## src/rtl/baud_pkg.sv

```systemverilog
// Constants for the fractional-N baud tick generator.
// They are derived from the clock, baud and oversampling parameters at elaboration time.
package baud_pkg;

   function automatic int unsigned calc_ftick(input int unsigned baud, input int unsigned osr);
      return baud * osr;
   endfunction

   function automatic int unsigned calc_n0(input int unsigned f_clk, input int unsigned baud,
                                           input int unsigned osr);
      return f_clk / calc_ftick(baud, osr);
   endfunction

   // Remainder numerator: over FTICK intervals, exactly R of them are one clock longer.
   function automatic int unsigned calc_r(input int unsigned f_clk, input int unsigned baud,
                                          input int unsigned osr);
      return f_clk - calc_n0(f_clk, baud, osr) * calc_ftick(baud, osr);
   endfunction

   function automatic int unsigned calc_acc_w(input int unsigned baud, input int unsigned osr);
      return $clog2(2 * calc_ftick(baud, osr));
   endfunction

   function automatic int unsigned calc_cnt_w(input int unsigned n0);
      return $clog2(n0 + 2);
   endfunction

   function automatic bit params_ok(input int unsigned n0, input int unsigned osr);
      return (n0 >= 2) && (osr >= 1);
   endfunction

endpackage

```

## src/rtl/baud_gen_top_frac_tick_gen.sv

```systemverilog
// Dual-modulus period counter (N0 or N0+1 clocks) steered by a phase accumulator.
// The counter emits a registered single-cycle tick, plus a combinational "issuing this edge" flag.
module frac_tick_gen #(
   parameter int unsigned N0    = 27,
   parameter int unsigned R     = 233_600,
   parameter int unsigned FTICK = 1_843_200,
   parameter int unsigned ACC_W = 22,
   parameter int unsigned CNT_W = 5
) (
   input  logic clk,
   input  logic rst_n,
   output logic issue_o,
   output logic tick_o
);

   localparam logic [ACC_W-1:0] R_A     = ACC_W'(R);
   localparam logic [ACC_W-1:0] FTICK_A = ACC_W'(FTICK);
   localparam logic [CNT_W-1:0] LAST_S  = CNT_W'(N0 - 1);
   localparam logic [CNT_W-1:0] LAST_L  = CNT_W'(N0);

   logic [CNT_W-1:0] cnt_q, cnt_d;
   logic [ACC_W-1:0] acc_q, acc_d;
   logic [ACC_W-1:0] sum;
   logic             long_q, long_d;
   logic             tick_q;

   // acc < FTICK always holds, so acc + R < 2*FTICK fits ACC_W bits.
   assign sum     = acc_q + R_A;
   assign issue_o = (cnt_q == (long_q ? LAST_L : LAST_S));
   assign tick_o  = tick_q;

   always_comb begin
      cnt_d  = cnt_q + 1'b1;
      acc_d  = acc_q;
      long_d = long_q;
      if (issue_o) begin
         cnt_d = '0;
         if (sum >= FTICK_A) begin
            acc_d  = sum - FTICK_A;
            long_d = 1'b1;
         end else begin
            acc_d  = sum;
            long_d = 1'b0;
         end
      end
   end

   always_ff @(posedge clk) begin
      if (!rst_n) begin
         cnt_q  <= '0;
         acc_q  <= '0;
         long_q <= 1'b0;
         tick_q <= 1'b0;
      end else begin
         cnt_q  <= cnt_d;
         acc_q  <= acc_d;
         long_q <= long_d;
         tick_q <= issue_o;
      end
   end

endmodule

```

## src/rtl/baud_gen_top.sv

```systemverilog
// This block generates the UART oversample strobe and the bit strobe from a fractional-N divider.
// tick_bit is raised together with every OSR-th tick_osr.
module baud_gen_top
   import baud_pkg::*;
#(
   parameter int unsigned F_CLK = 50_000_000,
   parameter int unsigned BAUD  = 115_200,
   parameter int unsigned OSR   = 16
) (
   input  logic clk,
   input  logic rst_n,
   output logic tick_osr,
   output logic tick_bit
);

   localparam int unsigned FTICK = calc_ftick(BAUD, OSR);
   localparam int unsigned N0    = calc_n0(F_CLK, BAUD, OSR);
   localparam int unsigned R     = calc_r(F_CLK, BAUD, OSR);
   localparam int unsigned ACC_W = calc_acc_w(BAUD, OSR);
   localparam int unsigned CNT_W = calc_cnt_w(N0);
   localparam int unsigned OC_W  = (OSR > 1) ? $clog2(OSR) : 1;

   if (!params_ok(N0, OSR)) begin : g_param_check
      $fatal(1, "baud_gen_top: need N0 >= 2 and OSR >= 1");
   end

   logic            issue;
   logic            last_osr;
   logic [OC_W-1:0] oc_q, oc_d;
   logic            tick_bit_q, tick_bit_d;

   frac_tick_gen #(
      .N0    (N0),
      .R     (R),
      .FTICK (FTICK),
      .ACC_W (ACC_W),
      .CNT_W (CNT_W)
   ) u_frac (
      .clk     (clk),
      .rst_n   (rst_n),
      .issue_o (issue),
      .tick_o  (tick_osr)
   );

   assign last_osr = (oc_q == OC_W'(OSR - 1));
   assign tick_bit = tick_bit_q;

   // Registering on the same issue edge keeps tick_bit aligned with tick_osr.
   always_comb begin
      oc_d       = oc_q;
      tick_bit_d = 1'b0;
      if (issue) begin
         tick_bit_d = last_osr;
         oc_d       = last_osr ? '0 : oc_q + 1'b1;
      end
   end

   always_ff @(posedge clk) begin
      if (!rst_n) begin
         oc_q       <= '0;
         tick_bit_q <= 1'b0;
      end else begin
         oc_q       <= oc_d;
         tick_bit_q <= tick_bit_d;
      end
   end

endmodule

```

## config.mk

```make
export PLATFORM = sky130hd
export DESIGN_NAME = baud_gen_top
export DESIGN_NICKNAME = d
export VERILOG_FILES = /design/src/rtl/baud_pkg.sv /design/src/rtl/baud_gen_top_frac_tick_gen.sv /design/src/rtl/baud_gen_top.sv
export SDC_FILE = /design/constraint.sdc
export NUM_CORES = 1
export LEC_CHECK = 0
export ABC_AREA = 1
export ABC_CLOCK_PERIOD_IN_PS = 2400
export CORE_UTILIZATION = 55
export CTS_CLUSTER_SIZE = 16
export DETAILED_ROUTE_END_ITERATION = 7
export GPL_TIMING_DRIVEN = 0
export PLACE_DENSITY = 0.75
export SLEW_MARGIN = 20
export SYNTH_ARGS = -nofsm -noshare
export SYNTH_HDL_FRONTEND = slang
export SYNTH_SLANG_ARGS = --single-unit
```

## constraint.sdc

```tcl
create_clock -name clk -period 2.4 [get_ports clk]
set_clock_uncertainty 0.2 [all_clocks]
set_input_delay 0.24 -clock clk [delete_from_list [all_inputs] [get_ports clk]]
set_output_delay 0.24 -clock clk [all_outputs]
set_load 0.02 [all_outputs]
```

; Word level (Yosys, flattened, before mapping)
; Cells that the tools add are included.
; Widths: inputs -> output; s select.
[totals]
regBits = 34
input_bits = 2
out_inout_bits = 2
wordCells = 20
[op_classes]
add_sub_neg = 4
order_cmp = 1
eq_ne = 2
mux = 4
bitwise_logic = 1
n_reduce_logical = 2
[ops]
columns = op, count
row1 = $add 22x18->22 const B, 1
row2 = $ge 22x21->1 const B, 1
row3 = $mux 22, 1
row4 = $sub 22x21->22 const B, 1
row5 = $add 5x1->5 const B, 1
row6 = $eq 5x5->1, 1
row7 = $add 4x1->4 const B, 1
row8 = $eq 4x4->1 const B, 1
row9 = $mux 4, 1
row10 = $mux 1, 2
row11 = $reduce_and 2->1, 1
row12 = $reduce_or 2->1, 1
row13 = $not 1->1, 1

; Longest topological paths before layout
; Gate-level depths: netlist (run 1).
[logic_depth]
ltp_word = 3
depth_mapped = 21
ltp_nobuf = 20

; Hierarchy
; A second synthesis (run 1) with hierarchy kept.
[hier_totals]
cells_unflattened = 279
area_unflattened_um2 = 1800.5
[modules_own_cells]
columns = module, instances, cells_per_inst, area_each_um2, seq_area_each_um2
row1 = frac_tick_gen, 1, 254, 1584.0, 440.4
row2 = baud_gen_top, 1, 25, 216.5, 100.1

; Least setup slack after synthesis (run 1)
; No wires, ideal clock.
[synth_timing]
path_kind = register to register
from = register u_frac.acc_q[7]
to = register u_frac.acc_q[19]
setup_ns = 0.113
arrival_ns = 2.084
required_ns = 2.087
setup_slack_ns = 0.003
path_stages_with_launch = 21
n_path_buf = 1
synth_period_minus_slack_ns = 2.397
path_cell_list = dfxtp_1 > ha_1 > nand2_2 > nor2_4 > nand2_1 > nand3_1 > nand2_2 > inv_1 > ha_1 > nand2_1 > nor2_1 > nand2_1 > nor2_1 > nand2_1 > nor2_1 > nand2_2 > nand3_4 > buf_6 > nand3_1 > nand3_1 > nand2_1
[synth_between]
elab_chain_len = 3
elab_cells_between_ends = 4
classes_between = 2 x add/sub / 1 x order compare / 1 x mux
[synth_lines]
columns = element, line
row1 = "start, declared", baud_gen_top_frac_tick_gen.sv:22  ; logic [ACC_W-1:0] acc_q, acc_d;
row2 = "start signal, assigned", baud_gen_top_frac_tick_gen.sv:51  ; acc_q <= '0;
row3 = "start signal, assigned", baud_gen_top_frac_tick_gen.sv:56  ; acc_q <= acc_d;
row4 = $add 22x18->22 (*), baud_gen_top_frac_tick_gen.sv:28  ; assign sum = acc_q + R_A;
row5 = $sub 22x21->22 / $ge 22x21->1 (equally long branches), "baud_gen_top_frac_tick_gen.sv:39, baud_gen_top_frac_tick_gen.sv:38"
row6 = $mux 22 (*), baud_gen_top_frac_tick_gen.sv:38  ; if (sum >= FTICK_A) begin
; Mark *: on every way between the ends. The rest lies on a longest branch, timed or not.
; A chain may end at the register's enable or synchronous reset.

; Worst setup path after layout (run 1)
[layout_timing]
from = register u_frac.acc_q[8]
to = register u_frac.acc_q[19]
; The elaborated chain is that of the path after synthesis.

==> results.md, run 1 <==
* Status: finished, final reports clean
* Worst-path clk slew at 0.17 ns
* Largest net degree at the start of global routing at 18
* Critical path endpoint category: flop
* Initial DRT Pass Iterations at 4
* Total wire length at 4.130 mm
* Die Ht at 59.89 um
* Number of distinct library cells after synthesis at 32
* CTS Sinks at 27
* Slew HR at 68.66%
* EDFF count, synth at 0
* Max Cap Viol at 0
* CP max-delay cell: dfxtp_2
* Mapped Nets at 289
* GRT Overall Usage at 24.08%
* Final hold vios at 0
* Area Growth Syn to Fin at 18.81%
* Synthesized area at 1843 um^2
* Hold slack at 0.2906 ns
* Clk buf depth at 2
* Top achievable clock speed at 419.5 MHz
* CP peak stage delay at 0.38 ns
* Design Area, Final at 2190 um^2
* IO Count at 4
* CTS tree: yes
* Mapped Cells at 282
* Die area at 3586 um^2
* Vias/cell at 5.167
* Pwr dens at 314.2 nW/um^2
* Dpl hpwl at 2.885 mm
* Register area at 550.5 um^2
* Dominant synthesized flop cell: dfxtp_1
* Site Rows at 20
* Top cells by count, synth: 85 x nand2_1, 34 x nand3_1, 30 x inv_1
* Inserted Clock Buffers at 3
* Leakage at 1.006 nW
* Final Util at 70.00%
* Starting DRC count in detailed routing at 72
* Fin nets at 312
* Buffers and inverters on the worst path at 2
* Startpoint types: flop
* # fillers at 278
* Via count at 1,798
* Count leader, synth: nand2_1
* Worst-path maximum fanout at 5
* Hold Crit Class: reg2reg
* RSZ-0062 raised after global routing: true
* Core area at 3128 um^2
* # DRC at 0
* Wire per inst at 11.87 um
* Routability cong. at 0.8851
* Worst ir drop on vdd at 0.3101 mV
* Ys async rst share at 0%
* Clk_lat worst skew at 0.34 ns
* Register area share after synthesis at 29.33%
* DP Area at 1928 um^2
* Ant. Diodes at 0
* Synthesis-stage register bit count at 27
* CP top delay family: simple AND/OR/NAND/NOR gates
* Initial core utilization at 58.92%
* Post-synth top area cell: dfxtp_1
* Root buffer cell: clkbuf_4
* Final Critical Period at 2.384 ns
* Final worst-path cycle share at 99.32%
* CP Class: reg2reg
* Share of post-route cells with drive strength above 1 at 27.30%
* H-Tree Depth at 1
* Antenna viol nets, final at 0
* First-pass GRT wire length at 6.575 mm
* Synth Area per Inst at 6.536 um^2
* Die Wd at 59.89 um
* Final setup viols at 0
* Data required, critical path at 2.44 ns
* Synth top area cells: dfxtp_1 29%, nand2_1 17%, nand3_1 9.2%, inv_1 6.1%, nor2_1 5.9%
* Total congestion overflow at 0
* Yosys warns at 0
* Vias in the first global route at 1,562
* Arrival @ worst endpoint at 2.42 ns
* Multi-input logic area at 1249 um^2
* CP cell instances: buf_4 -> nand3_4 -> o21ai_2 -> nand2_2 -> nand2_2 -> ha_4 -> nand2_1 -> nor2_1 -> nand2_1 -> nor2_2 -> nand2_1 -> nor2_2 -> nand2_2 -> nand3_4 -> buf_6 -> nand3_1 -> nand3_1 -> nand2_1
* Cell repeated most along the worst path: nand2_1
* Initial antenna violation count at 0
* Number of port buffers at 3
* Worst Tran Pin Value at 0.4700 ns
* Slew Viols, Final at 0
* Synth top area share at 29.33%
==> cell families after synthesis <==
group | Yosys count | share of synthesized area (%)
compound gates | 21 | 7.469
xor+xnor | 5 | 2.377
fa+ha+maj | 5 | 3.394
buf+inv | 38 | 8.350
flops | 27 | 29.33
simple gates | 186 | 49.08
==> metrics by stage <==
step | power (W) | std cells | setup TNS, ns | worst slack (ns)
after floorplan | 0.0004793 | 282 | 0 | 0.003230
after global placement | 0.0004852 | 329 | -2.378 | -0.3110
after detailed placement | 0.0004851 | 329 | -2.607 | -0.3454
after CTS | 0.0006894 | 342 | 0 | 0.005678
after global routing | 0.0007139 | 348 | -0.7801 | -0.1393
final | 0.0006880 | 348 | 0 | 0.01620
==> cell type report <==
cell class,instances,share of cell area [%]
multi-input cells,217,57.03
clock inverters,1,0.4000
well taps,44,2.514
inverters,35,6.000
flip-flops and latches,27,25.14
clock buffers,3,1.029
repair buffers,18,6.857
plain buffers,3,1.029
==> state kept, by name, indices dropped and copies added, names as in the netlist <==
| signal | flops |
|---|---|
| u_frac.cnt_q | 5 |
| u_frac.long_q | 1 |
| u_frac.acc_q | 15 |
| oc_q | 4 |
| tick_bit | 1 |
| u_frac.tick_o | 1 |
==> report_power, final <==
part           switching, W  internal, W
Clock              0.000146    0.0000680
Sequential       0.00000389     0.000452
Combinational     0.0000109   0.00000767
==> worst reg2reg max path: stages (launching register included) <==
cell and delay (ns):
dfxtp_2 0.38, buf_4 0.14, nand3_4 0.10, o21ai_2 0.16, nand2_2 0.09, nand2_2 0.10, ha_4 0.13, nand2_1 0.05
nor2_1 0.08, nand2_1 0.06, nor2_2 0.12, nand2_1 0.07, nor2_2 0.10, nand2_2 0.08, nand3_4 0.10, buf_6 0.14
nand3_1 0.07, nand3_1 0.07, nand2_1 0.05
==> path summary, 6_finish.rpt <==
path / cells past startpoint / end / slack (ns) / start
setup reg to reg: 18 / u_frac.acc_q[19]$_SDFFE_PN0P_ / 0.02 / u_frac.acc_q[8]$_SDFFE_PN0P_
hold / removal: 2 / oc_q[1]$_SDFFE_PN0P_ / 0.29 / oc_q[1]$_SDFFE_PN0P_
setup / recovery: 18 / u_frac.acc_q[19]$_SDFFE_PN0P_ / 0.02 / u_frac.acc_q[8]$_SDFFE_PN0P_
hold reg to reg: 2 / oc_q[1]$_SDFFE_PN0P_ / 0.29 / oc_q[1]$_SDFFE_PN0P_
==> timing repair <==
item | CTS | global route
hold buffers | 0 | 0
setup endpoints to repair | 9 | 9
gates resized for setup | 12 | 22
pin swaps | 5 | 16
setup buffers | 8 | 6
gates cloned | 1 | 0
==> placed cells by master (no fill, tap or decap), drive strengths merged <==
cell type        n
o21ai           12
clkbuf           4
o21bai           1
nand2          103
buf             17
o21a             1
xnor2            2
a21oi            2
clkdlybuf4s50    3
dfxtp           27
clkinv           2
nor2            37
nor3b            1
o22ai            2
inv             34
nor3             1
nand4            3
nand3           41
xor2             3
o31ai            1
a22o             2
ha               5
==> per-layer routing <==
metal	wire (um)	up-vias	track usage [%]
met5	0	-	0
met4	113	0	7.973
met3	70	14	1.732
met2	1961	31	39.21
li1	-	940	-
met1	1985	813	33.64
No activity file was read; power rests on OpenSTA's default activity.
==> run 2, diff against run 1 <==
--- a/config.mk
+++ b/config.mk
@@ -7,6 +7,7 @@
 export LEC_CHECK = 0
 export ABC_AREA = 1
 export ABC_CLOCK_PERIOD_IN_PS = 2400
+export CAP_MARGIN = 20
 export CORE_UTILIZATION = 55
 export CTS_CLUSTER_SIZE = 16
 export DETAILED_ROUTE_END_ITERATION = 7
==> results of run 2 <==
Final layout, timing and power as in run 1 (identical DEF).
==> run 3, diff against run 2 <==
--- a/config.mk
+++ b/config.mk
@@ -11,6 +11,7 @@
 export CORE_UTILIZATION = 55
 export CTS_CLUSTER_SIZE = 16
 export DETAILED_ROUTE_END_ITERATION = 7
+export GPL_ROUTABILITY_DRIVEN = 0
 export GPL_TIMING_DRIVEN = 0
 export PLACE_DENSITY = 0.75
 export SLEW_MARGIN = 20
==> results of run 3 <==
Final layout, timing and power as in run 1 (identical DEF).
